$ cat config.mk
export PLATFORM = sky130hd
export DESIGN_NAME = mem_access_ctrl
export DESIGN_NICKNAME = d
export VERILOG_FILES = /design/src/rtl/mem_ctrl_pkg.sv /design/src/rtl/mem_lane_align.sv /design/src/rtl/mem_access_ctrl.sv
export SDC_FILE = /design/constraint.sdc
export NUM_CORES = 1
export LEC_CHECK = 0
export CORE_UTILIZATION = 25
export CTS_CLUSTER_DIAMETER = 100
export DETAILED_ROUTE_END_ITERATION = 8
export SLEW_MARGIN = 20
export SYNTH_ARGS = -nofsm -noshare
export SYNTH_HDL_FRONTEND = slang
export SYNTH_SLANG_ARGS = --single-unit
$ cat constraint.sdc
create_clock -name clk -period 4.23 [get_ports clk]
set_input_delay 0.846 -clock clk [delete_from_list [all_inputs] [get_ports clk]]
set_output_delay 0.846 -clock clk [all_outputs]
set_load 0.01 [all_outputs]
$ cat src/rtl/mem_ctrl_pkg.sv
// Shared types and helpers for the data-memory access sequencer.
package mem_ctrl_pkg;

  localparam int BEAT_BYTES = 8;

  typedef enum logic [1:0] {
    MW_BYTE   = 2'd0,
    MW_HALF   = 2'd1,
    MW_WORD   = 2'd2,
    MW_DOUBLE = 2'd3
  } mem_width_e;

  typedef enum logic [1:0] {
    IDLE  = 2'd0,
    BEAT0 = 2'd1,
    BEAT1 = 2'd2,
    DONE  = 2'd3
  } mac_state_e;

  // One bit per byte the access touches, starting at lane 0.
  function automatic logic [7:0] sizeMask(input mem_width_e width);
    case (width)
      MW_BYTE:  return 8'h01;
      MW_HALF:  return 8'h03;
      MW_WORD:  return 8'h0F;
      default:  return 8'hFF;
    endcase
  endfunction

  // True when the access runs past the end of its 8-byte beat.
  function automatic logic isSplit(input logic [2:0] off, input mem_width_e width);
    logic [4:0] endByte;
    endByte = {2'b00, off} + (5'd1 << width);
    return endByte > 5'(BEAT_BYTES);
  endfunction

endpackage

$ cat src/rtl/mem_lane_align.sv
// Combinational lane steering: positions store data/strobes across two beats
// and extracts/extends load data from the two-beat buffer.
module mem_lane_align
  import mem_ctrl_pkg::*;
(
  input  mem_width_e  width_i,
  input  logic        sign_i,
  input  logic [2:0]  off_i,
  input  logic [63:0] storeData_i,
  input  logic [63:0] loadLo_i,
  input  logic [63:0] loadHi_i,
  output logic [7:0]  strbLo_o,
  output logic [7:0]  strbHi_o,
  output logic [63:0] wdataLo_o,
  output logic [63:0] wdataHi_o,
  output logic [63:0] loadData_o
);

  logic [7:0]   laneMask;
  logic [63:0]  byteMask64;
  logic [15:0]  strb16;
  logic [127:0] data128;
  logic [63:0]  loadShift;

  // Shift masked store data and strobes into a 16-byte window; extract the load.
  always_comb begin
    laneMask   = sizeMask(width_i);
    byteMask64 = '0;
    for (int i = 0; i < 8; i++) begin
      byteMask64[8*i +: 8] = {8{laneMask[i]}};
    end
    strb16    = {8'b0, laneMask} << off_i;
    data128   = {64'b0, storeData_i & byteMask64} << {off_i, 3'b000};
    loadShift = 64'({loadHi_i, loadLo_i} >> {off_i, 3'b000});
    loadData_o = '0;
    case (width_i)
      MW_BYTE:  loadData_o = sign_i ? {56'b0, loadShift[7:0]}
                                    : {{56{loadShift[7]}}, loadShift[7:0]};
      MW_HALF:  loadData_o = sign_i ? {48'b0, loadShift[15:0]}
                                    : {{48{loadShift[15]}}, loadShift[15:0]};
      MW_WORD:  loadData_o = sign_i ? {32'b0, loadShift[31:0]}
                                    : {{32{loadShift[31]}}, loadShift[31:0]};
      default:  loadData_o = loadShift;
    endcase
  end

  assign strbLo_o  = strb16[7:0];
  assign strbHi_o  = strb16[15:8];
  assign wdataLo_o = data128[63:0];
  assign wdataHi_o = data128[127:64];

endmodule

$ cat src/rtl/mem_access_ctrl.sv
// Data-memory access sequencer: stalls the core, issues one or two aligned
// bus beats, and returns extended load data.
module mem_access_ctrl
  import mem_ctrl_pkg::*;
#(
  parameter int REG_WIDTH  = 64,
  parameter int ADDR_WIDTH = 64
) (
  input  logic                  clk,
  input  logic                  rst,
  input  logic                  mem_read,
  input  logic                  mem_write,
  input  logic                  mem_sign,
  input  logic [1:0]            mem_width,
  input  logic [ADDR_WIDTH-1:0] addr,
  input  logic [REG_WIDTH-1:0]  wdata,
  output logic                  stall,
  output logic [REG_WIDTH-1:0]  rdata,
  output logic                  bus_req,
  output logic                  bus_we,
  output logic [ADDR_WIDTH-1:0] bus_addr,
  output logic [REG_WIDTH-1:0]  bus_wdata,
  output logic [7:0]            bus_wstrb,
  input  logic                  bus_ready,
  input  logic [REG_WIDTH-1:0]  bus_rdata
);

  mac_state_e            state_q, state_d;
  logic                  isRead_q;
  mem_width_e            width_q;
  logic                  sign_q;
  logic [2:0]            off_q;
  logic                  split_q;
  logic [ADDR_WIDTH-1:0] baseAddr_q;
  logic [REG_WIDTH-1:0]  wdata_q;
  logic [REG_WIDTH-1:0]  buf0_q, buf1_q, rdata_q;

  logic                  live, onHigh, beatAccept;
  logic [7:0]            strbLo, strbHi;
  logic [REG_WIDTH-1:0]  wdataLo, wdataHi, loadLo, loadHi, loadData;

  assign live       = mem_read | mem_write;
  assign stall      = !rst && live && (state_q != DONE);
  assign beatAccept = bus_req && bus_ready;
  assign onHigh     = (state_q == BEAT1);
  assign rdata      = rdata_q;

  // The beat being accepted is fed straight in so rdata is ready in DONE.
  assign loadLo = (state_q == BEAT0) ? bus_rdata : buf0_q;
  assign loadHi = (state_q == BEAT1) ? bus_rdata : buf1_q;

  mem_lane_align u_align (
    .width_i     (width_q),
    .sign_i      (sign_q),
    .off_i       (off_q),
    .storeData_i (wdata_q),
    .loadLo_i    (loadLo),
    .loadHi_i    (loadHi),
    .strbLo_o    (strbLo),
    .strbHi_o    (strbHi),
    .wdataLo_o   (wdataLo),
    .wdataHi_o   (wdataHi),
    .loadData_o  (loadData)
  );

  // Sequencer next state: one beat, or two when the access straddles a beat.
  always_comb begin
    state_d = state_q;
    case (state_q)
      IDLE:    if (live) state_d = BEAT0;
      BEAT0:   if (bus_ready) state_d = split_q ? BEAT1 : DONE;
      BEAT1:   if (bus_ready) state_d = DONE;
      DONE:    state_d = IDLE;
      default: state_d = IDLE;
    endcase
  end

  // Bus outputs decoded from state and latched request copies only.
  always_comb begin
    bus_req   = (state_q == BEAT0) || (state_q == BEAT1);
    bus_addr  = '0;
    bus_we    = 1'b0;
    bus_wstrb = '0;
    bus_wdata = '0;
    if (bus_req) begin
      bus_addr = onHigh ? baseAddr_q + ADDR_WIDTH'(BEAT_BYTES) : baseAddr_q;
      bus_we   = !isRead_q;
      if (!isRead_q) begin
        bus_wstrb = onHigh ? strbHi : strbLo;
        bus_wdata = onHigh ? wdataHi : wdataLo;
      end
    end
  end

  // State register plus request capture, read buffers and load result.
  always_ff @(posedge clk) begin
    if (rst) begin
      state_q    <= IDLE;
      isRead_q   <= 1'b0;
      width_q    <= MW_BYTE;
      sign_q     <= 1'b0;
      off_q      <= '0;
      split_q    <= 1'b0;
      baseAddr_q <= '0;
      wdata_q    <= '0;
      buf0_q     <= '0;
      buf1_q     <= '0;
      rdata_q    <= '0;
    end else begin
      state_q <= state_d;
      if (state_q == IDLE && live) begin
        isRead_q   <= mem_read;
        width_q    <= mem_width_e'(mem_width);
        sign_q     <= mem_sign;
        off_q      <= addr[2:0];
        split_q    <= isSplit(addr[2:0], mem_width_e'(mem_width));
        baseAddr_q <= {addr[ADDR_WIDTH-1:3], 3'b000};
        wdata_q    <= wdata;
      end
      if (beatAccept && isRead_q) begin
        if (state_q == BEAT0) buf0_q <= bus_rdata;
        else                  buf1_q <= bus_rdata;
      end
      if (beatAccept && isRead_q && state_d == DONE) begin
        rdata_q <= loadData;
      end
    end
  end

endmodule

After elaboration in Yosys (flattened, before gate mapping)
Cells that the tools add are included.
{"block": "word_totals", "ff_bits": 327, "in_bits": 200, "word_cells": 61}
{"block": "classes", "addsub": 2, "magnitude_cmp": 1, "n_eq_ne": 7, "shifts": 4, "n_mux": 21, "bitwise_logic": 3, "reduce_logical": 12}
{"cell": "two-way mux 64 bit", "count": 10}
{"cell": "case mux 64 bit (3 select lines)", "count": 1}
{"cell": "left shift 64 x 6 -> 128 bit", "count": 1}
{"cell": ">> shifter 128 x 6 -> 64 bit", "count": 1}
{"cell": "adder 64 x 4 -> 64 bit (second input constant)", "count": 1}
{"cell": "AND 64 bit", "count": 1}
{"cell": "two-way mux 8 bit", "count": 3}
{"cell": "case mux 8 bit (3 select lines)", "count": 1}
{"cell": "left shift 8 x 3 -> 16 bit", "count": 1}
{"cell": "equality test 2 bit (second input constant)", "count": 4}
{"cell": "case mux 2 bit (4 select lines)", "count": 1}
{"cell": "logical AND 1 bit", "count": 6}
{"cell": "two-way mux 2 bit", "count": 3}
{"cell": "adder 3 x 5 -> 5 bit", "count": 1}
{"cell": "> comparator 5 x 4 -> 1 bit (second input constant)", "count": 1}
{"cell": "left shift 1 x 2 -> 5 bit (first input constant)", "count": 1}
{"cell": "equality test 2 x 1 -> 1 bit (second input constant)", "count": 2}
{"cell": "zero test 2 bit", "count": 2}
{"cell": "zero test 1 bit", "count": 2}
{"cell": "two-way mux 1 bit", "count": 2}
{"cell": "inequality test 2 bit (second input constant)", "count": 1}
{"cell": "AND reduction 2 bit", "count": 1}
{"cell": "logical OR 1 bit", "count": 1}
{"cell": "NOT 1 bit", "count": 1}
{"cell": "bitwise OR 1 bit", "count": 1}

Longest topological paths before layout
{"block": "depth", "depth_word": 7, "ltp_mapped": 12, "ltp_nobuf": 9}

Cells and area by module
Synthesis repeated with hierarchy kept, for this count alone.
{"block": "unflattened", "cells_unflattened": 2903, "hier_area_um2": 21566.9}
{"mod": "mem_access_ctrl", "n_inst": 1, "cells_each": 2029, "area_per_inst_um2": 15603.7}
{"mod": "mem_lane_align", "n_inst": 1, "cells_each": 874, "area_per_inst_um2": 5963.2}

Least setup slack after synthesis
OpenSTA, ideal clock, no wires.
{"block": "synth_path", "path_kind": "register to output", "startpoint": "reg state_q[0]", "endpoint": "out bus_wdata[16]", "arrival_time_ps": 2519, "required_ps": 3384, "setup_slack_ps": 865, "path_stages_with_launch": 13, "path_buffers": 7, "path_cell_list": "dfxtp_1 -> inv_1 -> ha_1 -> buf_4 -> buf_4 -> buf_4 -> buf_2 -> buf_2 -> nor2_1 -> clkbuf_1 -> clkbuf_1 -> nand2_1 -> a21oi_1"}
{"block": "synth_via", "elab_chain_cells": 4, "elab_cells_between_ends": 6}
{"element": "start, declared", "line_no": "mem_access_ctrl.sv:28", "rtl": "mac_state_e state_q, state_d;"}
{"element": "start signal, assigned", "line_no": "mem_access_ctrl.sv:110", "rtl": "state_q <= state_d;"}
{"element": "equality test 2 bit", "line_no": "mem_access_ctrl.sv:45, mem_access_ctrl.sv:80"}
{"element": "two-way mux 64 bit", "line_no": "mem_access_ctrl.sv:90", "rtl": "bus_wdata = onHigh ? wdataHi : wdataLo;"}
{"element": "two-way mux 64 bit", "line_no": "mem_access_ctrl.sv:88", "rtl": "if (!isRead_q) begin"}
{"element": "two-way mux 64 bit (*)", "line_no": "mem_access_ctrl.sv:85", "rtl": "if (bus_req) begin"}
{"element": "end, declared", "line_no": "mem_access_ctrl.sv:22", "rtl": "output logic [REG_WIDTH-1:0] bus_wdata,"}
Mark *: on every way between the ends. The rest lies on a longest branch, timed or not.

Final worst setup path
{"block": "layout_path", "startpoint": "reg baseAddr_q[49]", "endpoint": "out bus_addr[61]"}
{"block": "layout_via", "elab_chain_cells": 3}
{"element": "start, declared", "line_no": "mem_access_ctrl.sv:34", "rtl": "logic [ADDR_WIDTH-1:0] baseAddr_q;"}
{"element": "start signal, assigned", "line_no": "mem_access_ctrl.sv:117", "rtl": "baseAddr_q <= {addr[ADDR_WIDTH-1:3], 3'b000};"}
{"element": "adder 64 x 4 -> 64 bit", "line_no": "mem_access_ctrl.sv:86", "rtl": "bus_addr = onHigh ? baseAddr_q + ADDR_WIDTH'(BEAT_BYTES) : baseAddr_q;"}
{"element": "two-way mux 64 bit", "line_no": "mem_access_ctrl.sv:86"}
{"element": "two-way mux 64 bit", "line_no": "mem_access_ctrl.sv:85"}
{"element": "end, declared", "line_no": "mem_access_ctrl.sv:21", "rtl": "output logic [ADDR_WIDTH-1:0] bus_addr,"}
No other way between the ends.

==> metrics <==
DRT Pass-1 Iters=6; max_cap viols=0; Initial Utilization=25.4%; root buf cell=clkbuf_16; crit-path max cell delay=620 ps; simple-gate share of the synthesized area=a little over a fifth; CP startpoint kind=flip-flop; Num CTS Buffers=39; multiplexer area fraction after synthesis=approximately a fifth; core area=between 80000 and 90000 um^2; crit share post-route=a little over nine tenths; die area=between 80000 and 90000 um^2; Comb pwr share=45.8%; Worst-Margin Slew=between 1000 and 1500 ps; Async SR Flop Fraction=0%; GPL Wtd Cong=about 0.93; final instance area=between 20000 and 30000 um^2; synthesized area=approximately 21000 um^2; vias in the first global route=between 20000 and 25000; Syn. warnings=0; Vias per Instance=5.33; num rows=between 100 and 150; Top delay family on crit path=simple AND/OR/NAND/NOR gates; initial antenna violation count=21; Final ANT Viol Nets=0; Final Non-Filler Cells=between 4000 and 5000; Cells after Synth=between 2000 and 3000; DR iter-0 viols=1889; H-tree depth=2; # clock sinks=between 300 and 400; peak supply drop=around 350 uV; Fillers=8644; Final nets=3191; Max Fclk=between 200 and 250 MHz; synth unique cells=63; DRC=0; Setup crit end kind=output pin; Crit path required time=around 3400 ps; CTS tree=built; share of layout cells above drive strength 1=a little over an eighth; Crit path arrival time=~3300 ps; port bufs=between 300 and 400; Compound-Gate Fraction of Synth Area=~22%; gr usage total=between 20% and 30%; worst hold path type=flip-flop to flip-flop; Final Hold Fails=0; syn_area_per_cell=just under 8 um^2; Chip Height=around 290 um; largest family of logic cells by synthesized area=compound AO/OA/AOI/OAI gates; Internal=around 7.9 mW; worst skew pair latency=around 610 ps; outcome=complete, no violations; final slew viol count=0; Setup violations, final=0; Total Wirelength=91500 um; largest net degree at the start of global routing=roughly 180; Psw=between 5 and 6 mW; clock share of power=approximately 26%; Sw Share=around two fifths; Reg power frac=about 29%; WP buf/inv=1; CTS max path bufs=3; final core area utilization=approximately 33%; P_leak=around 9.0 nW; WL/cell=around 22 um; #FFs+latches synth=approximately 320; clk_skew=about 40 ps; Worst slew margin=32.0%; # IOs=just over 400; Max FO, Critical Path=8; register area share after synthesis=around 30%; Critical-path top delay cell=or4_4; Yosys top cell area share=30.4%; Die Wd=292 um; Synth Area in Adders=less than 1%; Synth area leaders=dfxtp_1 30%, nand2_1 12%, mux4_2 9.5%; Post-synth EDFFs=0; PwrDens=between 400 and 500 nW/um^2; ys flop type=dfxtp_1; most area-hungry cell type in the Yosys netlist=dfxtp_1; crit path cell chain=and4_4 > nand4_1 > or4_4 > or4_1 > a21oi_1 > clkdlybuf4s50_1; Clk pin slew, worst setup/hold paths=60 ps; WS Path Type=flip-flop to output pin; Tot Pwr=~14 mW; Synth Area in XOR/XNOR=0.958%; first-pass GRT wire length=~140000 um; Tmin final=4120 ps; dpl cells=between 4000 and 5000; Via Count=between 20000 and 25000; hpwl dp=about 67000 um; Placement Cell Area=between 20000 and 30000 um^2; final global-route overflow total=0; RSZ-0062 raised after global routing=true; Layout area overhead=31.2%
## per-layer routing
metal	wire (um)	global-route usage, %
met1	38200	27.2
met5	156	0
met2	41700	32.9
met3	9040	5.91
met4	2330	5.47
## worst min-delay path, stage by stage, from the launching register on
cell	delay, ps
dfxtp_1	300
nand2_1	50
a21oi_1	50
## power groups by stage
stage / sequential (mW) / combinational [mW] / clock [mW]
3_3_place_gp: 3.90 / 6.12 / 0
4_1_cts: 3.85 / 6.16 / 3.53
5_1_grt: 3.92 / 6.67 / 3.64
3_5_place_dp: 3.91 / 6.13 / 0
6_report: 3.87 / 6.21 / 3.47
2_1_floorplan: 3.70 / 3.97 / 0
## sequential cells by signal (all words and copies together) (netlist names)
signal,count
buf0_q,64
rdata,64
wdata_q,64
baseAddr_q,61
buf1_q,56
off_q,3
state_q,2
width_q,2
isRead_q,1
sign_q,1
split_q,1
## kinds of logic after synthesis
kind of cell / count (synthesis)
buf+inv: 275
simple gates: 1060
flops: 319
fa+ha+maj: 9
xor+xnor: 23
compound gates: 750
other cells: 1
mux: 278
## through the flow
| stage | hold slack [ps] | TNS (ps) | worst slack, ps |
|---|---|---|---|
| 6_report | 453 | 0 | 112 |
| 5_1_grt | 464 | -10.6 | -7.01 |
| 4_1_cts | 454 | 0 | 5.15 |
| 3_5_place_dp | 446 | 0 | 461 |
| 3_3_place_gp | 439 | 0 | 158 |
| 2_1_floorplan | 433 | 0 | 865 |
## layout make-up
| class | instances | area, um^2 | area share [%] |
|---|---|---|---|
| diodes | 8 | 20.0 | 0.0725 |
| clock buffers | 51 | 1110 | 4.03 |
| clock inverters | 21 | 199 | 0.721 |
| inverters | 25 | 104 | 0.376 |
| multi-input cells | 2124 | 13700 | 49.7 |
| flip-flops and latches | 319 | 6400 | 23.2 |
| well taps | 1070 | 1340 | 4.85 |
| repair buffers | 473 | 4700 | 17.0 |
## layout by cell type, fill, tap and decap left out, types with 11 or more instances in the layout
| cell type | instances |
|---|---|
| nand2_1 | 675 |
| clkdlybuf4s50_1 | 391 |
| a21oi_1 | 364 |
| dfxtp_1 | 310 |
| nor2_1 | 164 |
| mux2_2 | 98 |
| mux2i_1 | 91 |
| mux4_2 | 89 |
| o21ai_0 | 75 |
| a211oi_1 | 75 |
| o211ai_1 | 63 |
| buf_4 | 61 |
| nand3_1 | 42 |
| clkbuf_16 | 39 |
| and2_1 | 26 |
| a2bb2oi_1 | 24 |
| o31ai_1 | 23 |
| o21a_1 | 23 |
| or4_1 | 20 |
| and3_1 | 19 |
| inv_1 | 18 |
| xor2_1 | 17 |
| a32oi_1 | 17 |
| a22oi_1 | 17 |
| nand4_1 | 15 |
| a211o_1 | 14 |
| clkinv_2 | 13 |
| nand2b_1 | 12 |
| nor3_1 | 12 |
| o22ai_1 | 12 |
| nor2b_1 | 11 |
## cells in the mapped netlist (9+ instances only)
cell / count
o21a_1: 23
inv_1: 20
and3b_1: 9
nor2_1: 167
nand2_1: 676
and2_1: 27
o21ai_0: 75
a21oi_1: 365
o211ai_1: 63
dfxtp_1: 319
a22oi_1: 17
buf_2: 26
nand4_1: 15
and3_1: 20
a211o_1: 14
xor2_1: 17
a32oi_1: 17
clkbuf_1: 187
or4_1: 21
nor2b_1: 12
mux2i_1: 91
mux4_2: 89
a2bb2oi_1: 24
a211oi_1: 75
o22ai_1: 12
nand2b_1: 14
buf_4: 12
nand3_1: 47
buf_1: 22
or3_1: 9
mux2_2: 98
nor3_1: 15
o31ai_1: 23
## repair_timing
item | CTS | global route
gates cloned | 0 | 1
setup endpoints to repair | 35 | 49
buffers inserted | 1 | 1
resized for setup | 13 | 27
hold buffers | 0 | 0
pin swaps | 1 | 1
## final timing paths
kind,from,end,slack [ps],cells after the start
setup / recovery,baseAddr_q[49],bus_addr[61],110,6
hold / removal,buf1_q[48],buf1_q[48],450,2
setup reg to reg,state_q[0],rdata[59],780,10
hold reg to reg,buf1_q[48],buf1_q[48],450,2
Power figures use the tool's default switching activity.
